$ cat src/rtl/pipe_hazard_ctrl.sv
// -----------------------------------------------------------------------------
// pipe_hazard_ctrl
//
// Pipeline control unit for a 5-stage CPU. It drives the stall, flush and
// bubble controls for the PC register, the IF/ID register and the ID/EX
// register. It detects load-use hazards and redirects from branches and jumps
// that are resolved in ID. It also tracks the multi-cycle multiply/divide unit
// (MDU), so an instruction that needs HI/LO waits in ID until the result is
// valid.
//
// Parameters
//   MUL_LAT   : cycles the MDU stays busy after a mult/multu (>= 1)
//   DIV_LAT   : cycles the MDU stays busy after a div/divu   (>= 1)
//   CNT_W     : busy counter width, 2**CNT_W > max(MUL_LAT, DIV_LAT)
//
// Ports
//   clk        in   rising-edge clock
//   clr        in   asynchronous reset, active-high; all outputs are 0 while high
//   rsD, rtD   in   source register fields of the instruction in ID
//   useRtD     in   instruction in ID reads rt
//   rtE        in   load destination register of the instruction in EX
//   memreadE   in   instruction in EX is a load
//   redirectD  in   taken branch or jump resolved in ID
//   mdu_startE in   mult/div instruction in EX this cycle
//   mdu_divE   in   1 = divide, 0 = multiply (qualified by mdu_startE)
//   mdu_useD   in   instruction in ID touches HI/LO or starts the MDU
//   stallF     out  hold the PC
//   stallD     out  hold IF/ID
//   flushD     out  clear IF/ID on the next edge
//   flushE     out  load a bubble into ID/EX on the next edge
//   mdu_busy   out  MDU result not yet valid (state register decode)
//
// Optional feature (macro PIPE_HAZARD_PERF_EN)
//   stall_cnt  out  [31:0] number of cycles with a stall, wraps modulo 2**32
//   flush_cnt  out  [31:0] number of cycles with flushD,  wraps modulo 2**32
//
// The stall and flush outputs are combinational from the FSM state and the
// current inputs, because they must take effect in the cycle the hazard is
// seen. The FSM state and the busy counter are the only control state.
// -----------------------------------------------------------------------------
module pipe_hazard_ctrl #(
    parameter int MUL_LAT = 4,
    parameter int DIV_LAT = 32,
    parameter int CNT_W   = 6
) (
    input  logic       clk,
    input  logic       clr,
    input  logic [4:0] rsD,
    input  logic [4:0] rtD,
    input  logic       useRtD,
    input  logic [4:0] rtE,
    input  logic       memreadE,
    input  logic       redirectD,
    input  logic       mdu_startE,
    input  logic       mdu_divE,
    input  logic       mdu_useD,
    output logic       stallF,
    output logic       stallD,
    output logic       flushD,
    output logic       flushE,
    output logic       mdu_busy
`ifdef PIPE_HAZARD_PERF_EN
    ,
    output logic [31:0] stall_cnt,
    output logic [31:0] flush_cnt
`endif
);

    typedef enum logic [0:0] {
        RUN      = 1'b0,
        MDU_BUSY = 1'b1
    } state_t;

    state_t           state_r;
    state_t           state_s;
    logic [CNT_W-1:0] cnt_r;
    logic [CNT_W-1:0] cnt_s;

    logic             lu_hazard_s;
    logic             mdu_hazard_s;
    logic             stall_s;
    logic             flush_s;

    // The counter is loaded with LAT-1. The busy state lasts while it counts
    // down to 0 inclusive, which gives exactly LAT busy cycles.
    function automatic logic [CNT_W-1:0] lat_init(input logic is_div);
        logic [CNT_W-1:0] v;
        if (is_div) begin
            v = CNT_W'(DIV_LAT - 1);
        end else begin
            v = CNT_W'(MUL_LAT - 1);
        end
        return v;
    endfunction

    // FSM state and busy counter registers
    always_ff @(posedge clk or posedge clr) begin
        if (clr) begin
            state_r <= RUN;
            cnt_r   <= {CNT_W{1'b0}};
        end else begin
            state_r <= state_s;
            cnt_r   <= cnt_s;
        end
    end

    // Next-state logic: start on mdu_startE in RUN. A start seen while the
    // MDU is already busy is ignored, because ID stalling is expected to keep
    // a second MDU instruction out of EX.
    always_comb begin
        state_s = state_r;
        cnt_s   = cnt_r;
        case (state_r)
            RUN: begin
                if (mdu_startE) begin
                    state_s = MDU_BUSY;
                    cnt_s   = lat_init(mdu_divE);
                end else begin
                    state_s = RUN;
                    cnt_s   = cnt_r;
                end
            end
            MDU_BUSY: begin
                if (cnt_r == {CNT_W{1'b0}}) begin
                    state_s = RUN;
                    cnt_s   = {CNT_W{1'b0}};
                end else begin
                    state_s = MDU_BUSY;
                    cnt_s   = cnt_r - {{(CNT_W-1){1'b0}}, 1'b1};
                end
            end
            default: begin
                state_s = RUN;
                cnt_s   = {CNT_W{1'b0}};
            end
        endcase
    end

    // Hazard detection. The MDU hazard also covers the start cycle itself,
    // because busy only rises on the following edge. $zero as a load target
    // never stalls.
    always_comb begin
        mdu_hazard_s = mdu_useD & ((state_r == MDU_BUSY) | mdu_startE);
        lu_hazard_s  = memreadE & (rtE != 5'd0) &
                       ((rtE == rsD) | (useRtD & (rtE == rtD)));
        stall_s      = mdu_hazard_s | lu_hazard_s;
        // A redirect from a stalled ID instruction uses stale operands. It is
        // therefore dropped and evaluated again once the stall clears.
        flush_s      = redirectD & ~stall_s;
    end

    // Output drive. clr overrides everything, so the pipeline is quiet during
    // reset even when the inputs look like a hazard.
    always_comb begin
        stallF   = 1'b0;
        stallD   = 1'b0;
        flushD   = 1'b0;
        flushE   = 1'b0;
        mdu_busy = 1'b0;
        if (clr) begin
            stallF   = 1'b0;
            stallD   = 1'b0;
            flushD   = 1'b0;
            flushE   = 1'b0;
            mdu_busy = 1'b0;
        end else begin
            stallF   = stall_s;
            stallD   = stall_s;
            flushD   = flush_s;
            flushE   = stall_s;
            mdu_busy = (state_r == MDU_BUSY);
        end
    end

`ifdef PIPE_HAZARD_PERF_EN
    // Performance counters for stall and flush cycles. They wrap freely.
    always_ff @(posedge clk or posedge clr) begin
        if (clr) begin
            stall_cnt <= 32'd0;
            flush_cnt <= 32'd0;
        end else begin
            if (stall_s) begin
                stall_cnt <= stall_cnt + 32'd1;
            end else begin
                stall_cnt <= stall_cnt;
            end
            if (flush_s) begin
                flush_cnt <= flush_cnt + 32'd1;
            end else begin
                flush_cnt <= flush_cnt;
            end
        end
    end
`endif

endmodule

$ cat config.mk
export PLATFORM = sky130hd
export DESIGN_NAME = pipe_hazard_ctrl
export DESIGN_NICKNAME = d
export VERILOG_FILES = /design/src/rtl/pipe_hazard_ctrl.sv
export SDC_FILE = /design/constraint.sdc
export NUM_CORES = 1
export LEC_CHECK = 0
export ABC_CLOCK_PERIOD_IN_PS = 2200
export BUFFER_PORTS_ARGS = -buffer_cell sky130_fd_sc_hd__buf_2
export CELL_PAD_IN_SITES_DETAIL_PLACEMENT = 0
export CELL_PAD_IN_SITES_GLOBAL_PLACEMENT = 1
export CORE_MARGIN = 3
export CORE_UTILIZATION = 33
export DETAILED_ROUTE_END_ITERATION = 6
export GPL_ROUTABILITY_DRIVEN = 0
export PLACE_DENSITY_LB_ADDON = 0.1
export SYNTH_ARGS = -nofsm -noshare
export SYNTH_HDL_FRONTEND = slang
export SYNTH_SLANG_ARGS = --single-unit
$ cat constraint.sdc
create_clock -name clk -period 2.2 [get_ports clk]
set_input_delay 0.11 -clock clk [delete_from_list [all_inputs] [get_ports clk]]
set_output_delay 0.11 -clock clk [all_outputs]
set_load 0.03 [all_outputs]
==> Word level (Yosys, flattened, before mapping) <==
Index checks and enable logic that the tools add are counted.
{ "op_classes": {"addsub": 1, "eq_ne": 3, "muxes": 10, "bitwise_logic": 10, "reduce_logical": 2} }
{ "op_table": {"columns": ["op", "n"], "rows": [
  ["$mux 6", 2],
  ["$pmux 6 s2", 1],
  ["$eq 5x5->1", 2],
  ["$logic_not 6->1", 1],
  ["$sub 6x1->6 const B", 1],
  ["$and 1x1->1", 5],
  ["$mux 1", 5],
  ["$mux 5", 1],
  ["$reduce_bool 5->1", 1],
  ["$or 1x1->1", 3],
  ["$ne 2x2->1 const B", 1],
  ["$not 1->1", 2],
  ["$pmux 1 s2", 1]
]} }
{ "totals": {"reg_bits": 7, "output_inout_bits": 5, "word_cells": 28} }

==> Longest topological paths before layout <==
Gate-level depths: netlist of the first run.
{ "logic_depth": {"ltp_word": 8, "ltp_mapped": 5, "mapped_depth_nobuf": 5} }

==> Least setup slack after synthesis of the first run <==
No wires, ideal clock.
{ "synth_timing": {"path_kind": "input-to-output", "from": "input port rtE[4]", "to": "output port stallD", "arrival_ns": 1.909, "t_required_ns": 2.090, "path_slack_ns": 0.181, "path_stages": 5, "path_buffers": 1, "path_cell_list": "xor2_1 -> nor4_2 -> a32oi_1 -> o32ai_1 -> buf_4"} }
{ "synth_between": {"elab_chain_cells": 6, "word_cells_on_any_way": 9} }
{ "synth_lines": {"columns": ["element", "line", "source"], "rows": [
  ["start: declaration", "51", "input logic [4:0] rtE,"],
  ["$eq 5x5->1", "145", "((rtE == rsD) | (useRtD & (rtE == rtD)));"],
  ["$and 1x1->1", "145", null],
  ["$or 1x1->1", "145", null],
  ["$and 1x1->1 (*)", "144", "lu_hazard_s = memreadE & (rtE != 5'd0) &"],
  ["$or 1x1->1 (*)", "146", "stall_s = mdu_hazard_s | lu_hazard_s;"],
  ["$mux 1 (*)", null, null],
  ["end: declaration", "58", "output logic stallD,"]
]} }
Every way passes the cells marked *; elsewhere a longest branch is shown, timed or not.

==> Worst setup path after layout of the first run <==
{ "layout_timing": {"from": "input port clr", "to": "output port stallD"} }
{ "layout_between": {"elab_chain_cells": 1} }
{ "layout_lines": {"columns": ["element", "line", "source"], "rows": [
  ["start: declaration", "47", "input logic clr,"],
  ["$mux 1", "160", "if (clr) begin"]
]} }
Every way passes these cells.

==> metrics.cfg, run 1 <==
[yosys]
ys_types=27
yosysMostFrequentCell=xor2_1
synth.avg_cell_area_um2=8.68
synth_edf_count=0
async_flop_share=1.00
synth_top_cell_area_share=0.301
syn_inst=67
synth_nets=92
yosysSeqAreaShare=0.301
ys.flop_type=dfrtp_1
yosysTopAreaCell=dfrtp_1
ys_warn_count=0
ys_seq_elements=7
netlist_top_cells_count=xor2_1 (10), dfrtp_1 (7), nor2_1 (7)
synth_area_um2=582
synth_top_cells_by_area=dfrtp_1 (30%), xor2_1 (15%), o22ai_1 (5.4%), nor2_1 (4.5%), ha_1 (4.3%)

[power]
swShare=0.425
powerDensity_nw_per_um2=1060
p_leak_uw=0.000392
clock_power_share=0.149
seq_power_share=0.349
p_int_uw=456
pwr-share-comb=0.502
ir_drop_v=0.000508
p_sw_uw=337

[floorplan]
pin_count=28
rows=14
fp.coreArea_um2=1580
dieArea_um2=2300
fp.dieH_um=48.0
start_util=0.369
fp.dieW_um=48.0

[sta]
setup_ws_ns=0.500
rsz0062_at_grt=false
setup_viol=0
hold_violations=0
tightest_slew_ns=0.396
tns_ns=0
max_freq_ghz=0.588
fin_crit_ns=1.70
slew_headroom=0.736
period_share=0.773
maxSlewViolCount=0
timing.hold.ws_ns=0.206
skew_ns=0.00275

[hold_path]
holdPathEnd=cnt_r[3]
hold_class=input port to flop
min_path_cells=3
hold_start=mdu_divE

[clock_tree]
cts_sinks=7
htree_num_levels=1
cts_buffer_depth=2
cts_setup_buffers=0
cts_root_buffer=clkbuf_4
clock_latency_ns=0.25
clk_pin_slew_worst_paths_ns=0.05
cts_tree=built
cts-buffers-inserted=3

[cells_and_area]
drive_above_1_share=0.337
nNetsFinal=121
diodes=0
areaGrowthSynthToFinish_pct=29.0

[worst_setup_path]
reg2reg_to=cnt_r[4]
rr_worst_depth=4
cp_slowest_stage_delay_ns=0.54
critPathSlowestCell=dlygate4sd3_1
rrSetupSlack_ns=0.77
path_buf_inv=4
crit_family=buffers and inverters
crit_required_ns=2.09
worstPathCellList=dlygate4sd3_1 > buf_2 > inv_1 > nand2_1 > o32ai_1 > buf_2
r2r-start=state_r
worstSetupPathType=input port to output pin
critPathLaunchType=input port
crit_cells=6
cp.arrival_ns=1.59
crit_path_end_kind=output pin
crit_fanout=9
crit_path_frequent_cell=buf_2

[flow_run]
maxCapViolCount=0

[global_routing]
grt_usage=0.124
grt_max_degree=14
antenna_found_initial=0
grt-ovfl-total=0
grt_pass1_vias=451
grt_first_pass_wirelength_um=1950

[detailed_routing]
routed-via-count=568
finalWirelength_um=1390
drtPass1Iterations=2
drc=0
ant_nets=0
vias_per_cell=5.12
dr.first_iter.drc_count=6
wl_per_cell_um=12.6

[placed_design]
place_ws_ns=0.631
hpwl_um=1140
io_buffers=27

[outcome]
status=complete, no violations

## placed cells by master, fill, tap and decap left out
master	count
a21o_1	2
a21oi_1	1
a31o_2	1
a32oi_1	1
and2_1	2
and3_1	1
buf_2	27
clkbuf_1	1
clkbuf_4	3
dfrtp_1	7
dlygate4sd3_1	1
ha_1	2
inv_1	4
mux2i_1	2
nand2_1	4
nor2_1	7
nor3_1	2
nor3b_1	1
nor4_2	1
o2111a_1	1
o21ai_0	2
o21ai_1	1
o22ai_1	5
o31a_1	1
o32ai_1	2
or4_1	1
xnor2_1	2
xor2_1	10
## worst reg2reg max path, cell delays in order, from the launching register on
cell     delay (ns)
dfrtp_1        0.58
inv_1          0.13
a31o_2         0.29
o32ai_1        0.27
a21o_1         0.11
## per-layer routing
| layer | vias up | part of all wire | GRT usage | routed length (um) |
|---|---|---|---|---|
| li1 | 293 | - | - | - |
| met1 | 258 | 0.48 | 0.174 | 671 |
| met2 | 14 | 0.45 | 0.177 | 625 |
| met3 | 3 | 0.063 | 0.0451 | 88 |
| met4 | 0 | 0.0057 | 0.0323 | 8 |
| met5 | - | 0 | 0 | 0 |
## state kept, by name (all words and copies together) (netlist names)
name     count
cnt_r        6
state_r      1
## how the worst max path moves through the flow
stage                       from     end
final                        clr  stallD
after global routing         clr  stallD
after CTS                    clr  stallD
after detailed placement  rtE[4]  stallD
after global placement    rtE[4]  stallD
after floorplan           rtE[4]  stallD
## through the flow
stage | area (um^2) | power (uW) | util | cells
after floorplan | 582 | 579 | - | 67
after global placement | 714 | 668 | 0.453 | 106
after global routing | 751 | 870 | 0.476 | 111
after detailed placement | 714 | 675 | 0.453 | 106
after CTS | 751 | 804 | 0.476 | 111
final | 751 | 793 | 0.476 | 111
## cell families (layout without fill, tap and decap cells)
| logic type | after synthesis | in the layout | share of synthesized area |
|---|---|---|---|
| buf+inv | 8 | 36 | 0.0645 |
| fa+ha+maj | 2 | 2 | 0.0430 |
| mux | 2 | 2 | 0.0344 |
| compound gates | 17 | 17 | 0.209 |
| simple gates | 19 | 19 | 0.168 |
| flops | 7 | 7 | 0.301 |
| xor+xnor | 12 | 12 | 0.181 |
## final cells by class
cell class                      count  area (um^2)
Fill cell                         172          826
Multi-Input combinational cell     52          369
Sequential cell                     7          175
Timing Repair Buffer               28          145
Clock buffer                        4         26.3
Tap cell                           16         20.0
Inverter                            4         15.0
## power groups by stage
stage	clock, uW	sequential (uW)	combinational (uW)
floorplan	0	242	337
global placement	0	278	390
detailed placement	0	275	400
CTS	123	274	406
global route	131	286	453
finish	118	277	399
## timing repair
action,in CTS,in global routing
endpoints found under the hold margin,7,0
resized for setup,0,0
hold buffers,1,0
No activity file was read; power rests on OpenSTA's default activity.
==> run 2, diff against run 1 <==
- ABC_CLOCK_PERIOD_IN_PS: 2200 -> 1800
- CORE_UTILIZATION: 33 -> 31
- clock period: 2.2 -> 1.8 ns (I/O delays scaled with it)
==> metrics.cfg, run 2 (synthesis gave the netlist of run 1 again) <==
[outcome]
status=complete, no violations

[cells_and_area]
largest_register_ffs=6  ; unchanged
reg.largest.list=cnt_r: 6 flops, state_r: 1 flops
final_cell_mix=buf_2 (27), xor2_1 (10), nor2_1 (7), dfrtp_1 (7), o22ai_1 (5)
regMostFlops=cnt_r
diodes=0  ; unchanged
areaGrowthSynthToFinish_pct=33.5
drive_above_1_share=0.354  ; +0.0173
nNetsFinal=122  ; +0.83%
fin_area_um2=777  ; +3.5%
fin_cells=121  ; +9.0%
final_common_cell=buf_2

[detailed_routing]
ant_nets=0  ; unchanged
finalWirelength_um=1440  ; +3.6%
dr.first_iter.drc_count=6  ; unchanged
routed-via-count=587  ; +3.3%
drtPass1Iterations=4  ; +2
vias_per_cell=4.85  ; -5.2%
drc=0  ; unchanged
wl_per_cell_um=11.9  ; -5.0%

[global_routing]
grt_pass1_vias=579  ; +28%
grt-ovfl-total=0  ; unchanged
grt_max_degree=13  ; -1
antenna_found_initial=0  ; unchanged
grt_first_pass_wirelength_um=2430  ; +24%
grt_usage=0.130  ; +0.00604

[clock_tree]
cts_buffer_depth=2  ; unchanged
cts_sinks=7  ; unchanged
cts_tree=built
cts_root_buffer=clkbuf_4
clock_latency_ns=0.25  ; about the same
cts-buffers-inserted=3  ; unchanged
cts_setup_buffers=0  ; unchanged
clk_pin_slew_worst_paths_ns=0.05  ; about the same
htree_num_levels=1  ; unchanged

[power]
powerDensity_nw_per_um2=1270  ; +20%
ir_drop_v=0.000576  ; +14%
p_leak_uw=0.000398  ; +1.5%
p_total_uw=984  ; +24%

[floorplan]
fp.dieH_um=49.3  ; +2.8%
rows=15  ; +1
fp.coreArea_um2=1750  ; +11%
pin_count=28  ; unchanged
fp.dieW_um=49.3  ; +2.8%
start_util=0.333  ; -0.0357
dieArea_um2=2430  ; +5.6%

[placed_design]
io_buffers=27  ; unchanged
dpl_cell_area_um2=741  ; +3.7%
hpwl_um=1170  ; +3.3%
dp.cells=116  ; +9.4%

[sta]
slew_headroom=0.762  ; +0.0258
tns_ns=0  ; unchanged
maxSlewViolCount=0  ; unchanged
fin_crit_ns=1.66
hold_violations=0  ; unchanged
setup_viol=0  ; unchanged
rsz0062_at_grt=false
period_share=0.920
timing.hold.ws_ns=0.191  ; -0.0153 ns
tightest_slew_ns=0.357  ; -0.0391 ns
max_freq_ghz=0.604
skew_ns=0.00245  ; -0.000297 ns

[worst_setup_path]
r2r-start=cnt_r[0]
rr_worst_depth=5  ; +1
crit_required_ns=1.71  ; -0.38 ns
cp.arrival_ns=1.57  ; -0.02 ns
worstSetupPathType=input port to output pin
critPathLaunchType=input port
crit_start=clr
crit_path_end_kind=output pin
crit_fanout=9  ; unchanged

[flow_run]
maxCapViolCount=0  ; unchanged

[hold_path]
hold_start=mdu_divE
hold_class=input port to flop
min_path_cells=3  ; unchanged

## run 2: changes by cell type in the layout (fill, tap and decap cells not counted)
| cell | change |
|---|---|
| buf_4 | +1 |
| o32ai_1 | -1 |
| o32ai_2 | +1 |
## run 2: critical path: stages
cell,delay (ns)
dlygate4sd3_1,0.53
buf_2,0.14
inv_1,0.27
nand2_1,0.11
o32ai_2,0.17
buf_2,0.25
## run 2: worst paths after layout
path,endpoint,slack (ns)
min reg2reg,cnt_r[5],0.51
min,cnt_r[2],0.19
max,stallD,0.14
max in group asynchronous,cnt_r[4],1.16
max reg2reg,cnt_r[4],0.44
min in group asynchronous,state_r,0.38
## run 2: cell type report
| type | count | area [um^2] |
|---|---|---|
| Clock buffer | 4 | 26.3 |
| Sequential cell | 7 | 175 |
| Multi-Input combinational cell | 52 | 377 |
| Tap cell | 25 | 31.3 |
| Fill cell | 198 | 968 |
| Timing Repair Buffer | 29 | 153 |
| Inverter | 4 | 15.0 |
## run 2: report_power, final
group | switching, uW | internal (uW)
combinational | 284 | 249
sequential | 67.1 | 238
clock | 59.6 | 84.7
total | 411 | 572
## run 2: repair_timing
| item | in CTS | in global routing |
|---|---|---|
| endpoints found under the hold margin | 7 | 0 |
| hold buffers | 1 | 0 |
| gates resized for setup | 0 | 0 |
## run 2: metrics by stage
step                      worst slack [ns]  utilization
final                                0.145        0.445
after global placement               0.351        0.424
after detailed placement             0.315        0.424
after CTS                            0.123        0.445
after global routing                0.0507        0.445
after floorplan                      0.187            -
## run 2: routing by layer
layer | track usage | routed length, um | up-vias | share of wire
li1 | - | - | 298 | -
met1 | 0.158 | 707 | 268 | 0.49
met2 | 0.210 | 628 | 19 | 0.43
met3 | 0.0459 | 102 | 2 | 0.071
met4 | 0.0427 | 6 | 0 | 0.0042
met5 | 0 | 0 | - | 0
